### config.mk
export PLATFORM = sky130hd
export DESIGN_NAME = lcd_pattern_gen
export DESIGN_NICKNAME = d
export VERILOG_FILES = /design/src/rtl/lcd_pattern_gen.sv
export SDC_FILE = /design/constraint.sdc
export NUM_CORES = 1
export LEC_CHECK = 0
export BUFFER_PORTS_ARGS = -buffer_cell sky130_fd_sc_hd__buf_2
export CAP_MARGIN = 10
export CORE_ASPECT_RATIO = 1.75
export CORE_UTILIZATION = 64
export DETAILED_ROUTE_END_ITERATION = 10
export PLACE_DENSITY_LB_ADDON = 0.25
export SLEW_MARGIN = 20
export SYNTH_ARGS = -nofsm -noshare
export SYNTH_HDL_FRONTEND = slang
export SYNTH_SLANG_ARGS = --single-unit
### constraint.sdc
create_clock -name CLK -period 4.9 [get_ports CLK]
set_input_delay 0.98 -clock CLK [delete_from_list [all_inputs] [get_ports CLK]]
set_output_delay 0.98 -clock CLK [all_outputs]
set_load 0.005 [all_outputs]
### src/rtl/lcd_pattern_gen.sv
// Test-pattern source between the LCD timing stage and the panel pins.
// Re-times DE/syncs by one pixel strobe and generates RGB565 from a button-selected pattern.
module lcd_pattern_gen #(
  parameter int H_ACTIVE        = 480,
  parameter int V_ACTIVE        = 272,
  parameter int BAR_W           = 60,
  parameter int CHECK_LOG2      = 4,
  parameter int SYNC_ACTIVE_LOW = 1,
  parameter int DEB_CYCLES      = 1000000
) (
  input  logic       CLK,
  input  logic       nRST,
  input  logic       pix_ce,
  input  logic       in_de,
  input  logic       in_hsync,
  input  logic       in_vsync,
  input  logic       mode_btn,
  output logic       out_de,
  output logic       out_hsync,
  output logic       out_vsync,
  output logic [4:0] out_r,
  output logic [5:0] out_g,
  output logic [4:0] out_b,
  output logic [1:0] mode,
  output logic [7:0] frame_cnt
);

  // Counters never narrower than 11/10 bits so the pattern bit-slices stay valid.
  localparam int XW = ($clog2(H_ACTIVE + 1) > 11) ? $clog2(H_ACTIVE + 1) : 11;
  localparam int YW = ($clog2(V_ACTIVE + 1) > 10) ? $clog2(V_ACTIVE + 1) : 10;
  localparam int BW = (BAR_W > 1) ? $clog2(BAR_W) : 1;
  localparam int DW = (DEB_CYCLES > 1) ? $clog2(DEB_CYCLES) : 1;
  localparam logic SYNC_IDLE = (SYNC_ACTIVE_LOW != 0);

  localparam logic [15:0] C_WHITE   = 16'hFFFF;
  localparam logic [15:0] C_YELLOW  = 16'hFFE0;
  localparam logic [15:0] C_CYAN    = 16'h07FF;
  localparam logic [15:0] C_GREEN   = 16'h07E0;
  localparam logic [15:0] C_MAGENTA = 16'hF81F;
  localparam logic [15:0] C_RED     = 16'hF800;
  localparam logic [15:0] C_BLUE    = 16'h001F;
  localparam logic [15:0] C_BLACK   = 16'h0000;

  logic [XW-1:0] r_x;
  logic [YW-1:0] r_y;
  logic [BW-1:0] r_bar_cnt;
  logic [3:0]    r_bar_idx;
  logic          r_de_prev;
  logic          r_vs_prev;
  logic          r_btn_meta;
  logic          r_btn_sync;
  logic          r_btn_acc;
  logic [DW-1:0] r_deb_cnt;
  logic          r_pending;

  logic          w_vs_act;
  logic          w_frame_edge;
  logic          w_accept;
  logic          w_press;
  logic [15:0]   w_rgb;

  assign w_vs_act     = (SYNC_ACTIVE_LOW != 0) ? ~in_vsync : in_vsync;
  assign w_frame_edge = pix_ce & w_vs_act & ~r_vs_prev;

  // Position, bar tracking and frame counter; all advance on the pixel strobe only.
  always_ff @(posedge CLK or negedge nRST) begin
    if (!nRST) begin
      r_x       <= '0;
      r_y       <= '0;
      r_bar_cnt <= '0;
      r_bar_idx <= '0;
      r_de_prev <= 1'b0;
      r_vs_prev <= 1'b0;
      frame_cnt <= '0;
    end else if (pix_ce) begin
      r_de_prev <= in_de;
      r_vs_prev <= w_vs_act;
      if (in_de) begin
        if (r_x != '1) r_x <= r_x + 1'b1;
        if (r_bar_cnt == BW'(BAR_W - 1)) begin
          r_bar_cnt <= '0;
          if (r_bar_idx != '1) r_bar_idx <= r_bar_idx + 1'b1;
        end else begin
          r_bar_cnt <= r_bar_cnt + 1'b1;
        end
      end else begin
        r_x       <= '0;
        r_bar_cnt <= '0;
        r_bar_idx <= '0;
      end
      // Active vsync overrides a coincident DE falling edge.
      if (w_vs_act)
        r_y <= '0;
      else if (r_de_prev && !in_de && (r_y != '1))
        r_y <= r_y + 1'b1;
      if (w_frame_edge) frame_cnt <= frame_cnt + 8'd1;
    end
  end

  always_comb begin
    w_rgb = C_BLACK;
    case (mode)
      2'd0: begin
        case (r_bar_idx)
          4'd0:    w_rgb = C_WHITE;
          4'd1:    w_rgb = C_YELLOW;
          4'd2:    w_rgb = C_CYAN;
          4'd3:    w_rgb = C_GREEN;
          4'd4:    w_rgb = C_MAGENTA;
          4'd5:    w_rgb = C_RED;
          4'd6:    w_rgb = C_BLUE;
          default: w_rgb = C_BLACK;
        endcase
      end
      2'd1:    w_rgb = (r_x[CHECK_LOG2] ^ r_y[CHECK_LOG2]) ? C_WHITE : C_BLACK;
      2'd2:    w_rgb = {r_x[8:4], r_y[8:3], frame_cnt[7:3]};
      default: w_rgb = (r_x[8:4] == frame_cnt[4:0]) ? C_WHITE : C_BLUE;
    endcase
  end

  always_ff @(posedge CLK or negedge nRST) begin
    if (!nRST) begin
      out_de    <= 1'b0;
      out_hsync <= SYNC_IDLE;
      out_vsync <= SYNC_IDLE;
      out_r     <= '0;
      out_g     <= '0;
      out_b     <= '0;
    end else if (pix_ce) begin
      out_de    <= in_de;
      out_hsync <= in_hsync;
      out_vsync <= in_vsync;
      {out_r, out_g, out_b} <= in_de ? w_rgb : C_BLACK;
    end
  end

  // Button: 2-flop sync, then a level must persist DEB_CYCLES clocks to be accepted.
  assign w_accept = (r_btn_sync != r_btn_acc) && (r_deb_cnt == DW'(DEB_CYCLES - 1));
  assign w_press  = w_accept & r_btn_acc;

  always_ff @(posedge CLK or negedge nRST) begin
    if (!nRST) begin
      r_btn_meta <= 1'b1;
      r_btn_sync <= 1'b1;
      r_btn_acc  <= 1'b1;
      r_deb_cnt  <= '0;
    end else begin
      r_btn_meta <= mode_btn;
      r_btn_sync <= r_btn_meta;
      if (r_btn_sync == r_btn_acc) begin
        r_deb_cnt <= '0;
      end else if (w_accept) begin
        r_btn_acc <= r_btn_sync;
        r_deb_cnt <= '0;
      end else begin
        r_deb_cnt <= r_deb_cnt + 1'b1;
      end
    end
  end

  // A press landing on the frame edge itself re-arms pending for the following frame.
  always_ff @(posedge CLK or negedge nRST) begin
    if (!nRST) begin
      mode      <= 2'd0;
      r_pending <= 1'b0;
    end else if (w_frame_edge) begin
      if (r_pending) mode <= mode + 2'd1;
      r_pending <= w_press;
    end else if (w_press) begin
      r_pending <= 1'b1;
    end
  end

endmodule

# Yosys cells after proc, flatten, opt, wreduce, memory -nomap -nowiden
# Index checks and enable logic that the tools add are counted.
# Widths: inputs -> output; s select.
# classes
addsub	7
n_reduce_logical	13
bitwise_logic	7
n_eq_ne	20
n_mux	18
# ops
cell	count
$pmux 16 s7	1
$mux 16	3
$pmux 16 s3	1
$mux 20	2
$mux 11	2
$add 20x1->20 const B	1
$eq 20x20->1 const B	1
$mux 10	2
$eq 4x3->1 const B	3
$mux 4	3
$mux 6	2
$add 11x1->11 const B	1
$ne 11x11->1 const B	1
$add 10x1->10 const B	1
$ne 10x10->1 const B	1
$reduce_and 2->1	5
$add 8x1->8 const B	1
$eq 4x2->1 const B	2
$ne 2x1->1 const B	4
$add 6x1->6 const B	1
$eq 6x6->1 const B	1
$eq 5x5->1	1
$add 4x1->4 const B	1
$eq 4x1->1 const B	1
16 further kinds	23
# totals
regBits	85
in_bits	7
word_cells	83
output_inout_bits	29

# Longest topological paths before layout
# depth
depth_word	5
ltp_mapped	7
depth_no_buf	6

# Least setup slack after synthesis
# Ideal clock, no wire load.
# synth_timing
kind	input-to-reg
from	input pix_ce
to	register r_y[8]
slack_ps	2671
path_buffers	1
arrival_ps	2105
stages	5
setup_time_ps	125
required_ps	4775
path_cell_list	clkbuf_1 -> nand3b_1 -> nor4b_1 -> nand3_1 -> mux2_2
# synth_via
elab_chain_len	1
# synth_rtl
element	line	text
start: declaration	13	input logic pix_ce,
$reduce_and 2->1 (no source line)	--	
end signal: assignment	95	r_y <= r_y + 1'b1;
end: declaration	45	logic [YW-1:0] r_y;
# Every way passes these cells.
# A chain may end at the register's enable or synchronous reset.

# Final worst setup path
# Same ends and word-level chain as after synthesis.

==> impl_metrics.ini <==
[clocking]
cts_buffers = 9
post-cts-setup-buffers = 0
cts_hold_buffers = 0
clk_pin_slew_ns = 0.06
htreeDepth = 3
cts_tree = yes
cts_sinks = 85
cts_resized = 0
cts-root-buf = clkbuf_16
cts_buffer_depth = 2
clk_latency_ns = 0.35

[timing]
worst_pin_slew_ns = 0.826
post-route-min-period_ns = 2.60
fmax_mhz = 385
fin_skew_ns = 0.00678
finalSetupViolCount = 0
slew_violations = 0
finalSetupTns_ns = 0
hold_viol = 0
rsz0062_at_grt = false
fin_crit_sh_pct = 53.0
hold_slack_ns = 0.355
maxSlewHeadroom_pct = 44.9

[setup_path]
crit_start = pix_ce
rr_startpoint = r_bar_idx[0]$_DFFE_PN0P_
crit_required_ns = 5.13
cp_max_fo = 36
crit_path_end_kind = flip-flop
critical_path_arrival_ns = 2.83
critPathLaunchType = input port
critPathKind = input port to flip-flop

[route]
drtIter0Drc = 200
wl_met3_um = 285
first_pass_iters = 4
drt-met1-wl_mm = 3.39
drc_errors = 0
vias = 3267
routedWlPerCell_um = 16.4
wl_mm = 8.91
maxUsedRoutingLayer = met4
vias_per_cell = 6.01
wl_met2_mm = 4.82
final_antenna_net_count = 0

[global_route]
grt_pass1_wl_mm = 15.1
antenna_found_initial = 0
grt_max_degree = 86
gr-total-overflow = 0
track_usage_pct = 28.6
grt_pass1_vias = 3333

[synthesis]
synthMuxAreaShare_pct = 2.59
synth_cell_types = 48
synth_top_family_by_area = simple AND/OR/NAND/NOR gates
synth_area_leaders = dfrtp_1 (47%), nor2_1 (4.1%), xnor2_1 (3.9%)
synth_flop_cell = dfrtp_1
synthAdderAreaFrac_pct = 3.82
synth_seq_cells = 85
ys_seq_area_share_pct = 50.1
yosysWarningCount = 0
synth_top_cell_by_area = dfrtp_1
synth_compound_area_share_pct = 12.6
synth_nets = 449
async_reset_ff_share_pct = 100
synth-simple-area-share_pct = 20.1
postSynthCellCount = 429
synth.top_cell.area_share_pct = 47.0
synth_enable_flop_cells = 0
synth_xor_area_share_pct = 7.40
netlist_area_um2 = 4260
avgSynthCellArea_um2 = 9.93

[final_layout]
nNetsFinal = 477
utilization_pct = 73.9
nFillCells = 464
drive_gt1_share_pct = 15.6
final_cells = 544
syn_to_final_growth_pct = 12.6
register_area_um2 = 2130
n_antenna_cell = 0
multiInputGateArea_um2 = 1980

[floorplanning]
io_pins = 36
die_x_um = 63.7
initial_core_util_pct = 65.6
die_area_um2 = 7000
die_h_um = 110
coreArea_um2 = 6490
rows = 39

[job]
maxCapViolations = 0

[pwr]
cellPowerDensity_nw_per_um2 = 397
ir_drop_v = 0.000304
p_leak_nw = 2.19

[hold_path]
min_from = r_btn_meta$_DFF_PN1_
hold_path_class = flip-flop to flip-flop

[placement]
placedCellCount = 528
portBuffers = 35
gp_congestion = 0.828
place_hpwl_mm = 6.29

[outcome]
status = completed
==> metal layers <==
layer  track usage [%]  up-vias
met5                 0        -
met4              19.5        0
met3              5.60       31
met2              51.1       65
met1              29.9     1596
li1                  -     1575
==> kinds of logic (layout without fill, tap and decap cells) <==
kind of cell	count (synthesis)	count (layout)
adder cells (fa/ha/maj)	13	13
AND/OR/NAND/NOR	168	168
XOR/XNOR	36	36
flip-flops	85	85
buffers and inverters	37	70
multiplexers	10	10
AO/OA/AOI/OAI	80	80
==> per-stage QoR <==
stage               setup WS, ns  area (µm²)  total power (W)
CTS                         2.33        4790          0.00192
finish                      2.30        4800          0.00191
global route                2.14        4800          0.00199
detailed placement          1.98        4470          0.00118
floorplan                   2.67        4260          0.00104
global placement            2.05        4470          0.00116
==> path summary, 6_finish.rpt <==
| kind | endpoint | slack [ns] | depth (start not counted) |
|---|---|---|---|
| worst max-delay path | r_y[8]$_DFFE_PN0P_ | 2.30 | 5 |
| worst min-delay path | r_btn_sync$_DFF_PN1_ | 0.36 | 0 |
| worst max register to register | out_b[3]$_DFFE_PN0P_ | 2.83 | 6 |
| worst min register to register | r_btn_sync$_DFF_PN1_ | 0.36 | 0 |
| max in group asynchronous | r_bar_idx[1]$_DFFE_PN0P_ | 3.70 | 1 |
| min in group asynchronous | out_g[0]$_DFFE_PN0P_ | 0.67 | 1 |
==> synth_stat cells, types with 3 or more instances <==
| cell | count |
|---|---|
| a211oi_1 | 12 |
| or3_1 | 6 |
| nor3_1 | 11 |
| nand4_1 | 15 |
| o31ai_1 | 3 |
| mux2_2 | 8 |
| inv_1 | 19 |
| nand3_1 | 17 |
| clkbuf_1 | 14 |
| xnor2_1 | 19 |
| buf_2 | 4 |
| and3_1 | 7 |
| dfrtp_1 | 80 |
| a21o_1 | 9 |
| xor2_1 | 17 |
| a21oi_1 | 21 |
| nor4_1 | 4 |
| nand2_1 | 41 |
| ha_1 | 13 |
| o21ai_0 | 14 |
| a22o_1 | 7 |
| nor2_1 | 47 |
| and4_1 | 3 |
| dfstp_2 | 5 |
==> registers in the layout, indices dropped and copies added, names as in the netlist <==
register,count
r_vs_prev,1
out_vsync,1
r_pending,1
out_de,1
r_x,11
r_btn_meta,1
r_deb_cnt,20
out_r,5
r_btn_acc,1
out_g,6
out_hsync,1
out_b,5
r_bar_cnt,6
r_y,10
frame_cnt,8
r_bar_idx,4
mode,2
r_btn_sync,1
==> cells in the final DEF (no fill, tap or decap), types with 2 or more instances in the layout <==
master | netlist | routed
dfrtp_1 | 80 | 80
nor2_1 | 47 | 47
nand2_1 | 41 | 41
buf_2 | 4 | 34
a21oi_1 | 21 | 21
inv_1 | 19 | 19
xnor2_1 | 19 | 19
nand3_1 | 17 | 17
xor2_1 | 17 | 17
nand4_1 | 15 | 15
o21ai_0 | 14 | 14
ha_1 | 13 | 13
a211oi_1 | 12 | 12
nor3_1 | 11 | 11
a21o_1 | 9 | 9
clkbuf_16 | 0 | 9
mux2_2 | 8 | 8
and3_1 | 7 | 7
a22o_1 | 7 | 7
or3_1 | 6 | 6
dfstp_2 | 5 | 5
nor4_1 | 4 | 4
and4_1 | 3 | 3
o31ai_1 | 3 | 3
nand3b_1 | 2 | 2
or2_2 | 2 | 2
o41ai_1 | 2 | 2
a2bb2oi_1 | 2 | 2
mux2i_1 | 2 | 2
nor2b_1 | 2 | 2
a31oi_1 | 2 | 2
or4_1 | 2 | 2
o211ai_1 | 2 | 2
clkbuf_8 | 0 | 2
bufinv_16 | 0 | 2
clkinv_2 | 0 | 2
==> critical path: stages <==
cell and delay [ns]:
buf_2 0.49, inv_1 0.35, nor2_1 0.61, nor2b_1 0.11
mux2_2 0.29
==> report_power, final <==
group          internal [W]  switching [W]  total (W)
Combinational      0.000139       0.000154   0.000293
Clock              0.000472       0.000264   0.000736
Sequential         0.000789      0.0000871   0.000876
Total               0.00140       0.000505    0.00191
==> area by class of cell <==
type | count | area share, %
well taps | 82 | 2.14
repair buffers | 35 | 3.78
inverters | 19 | 1.49
clock buffers | 12 | 5.35
clock inverters | 4 | 1.46
multi-input cells | 307 | 41.3
flip-flops and latches | 85 | 44.5
Note: power is estimated with default switching activity, not from simulation.
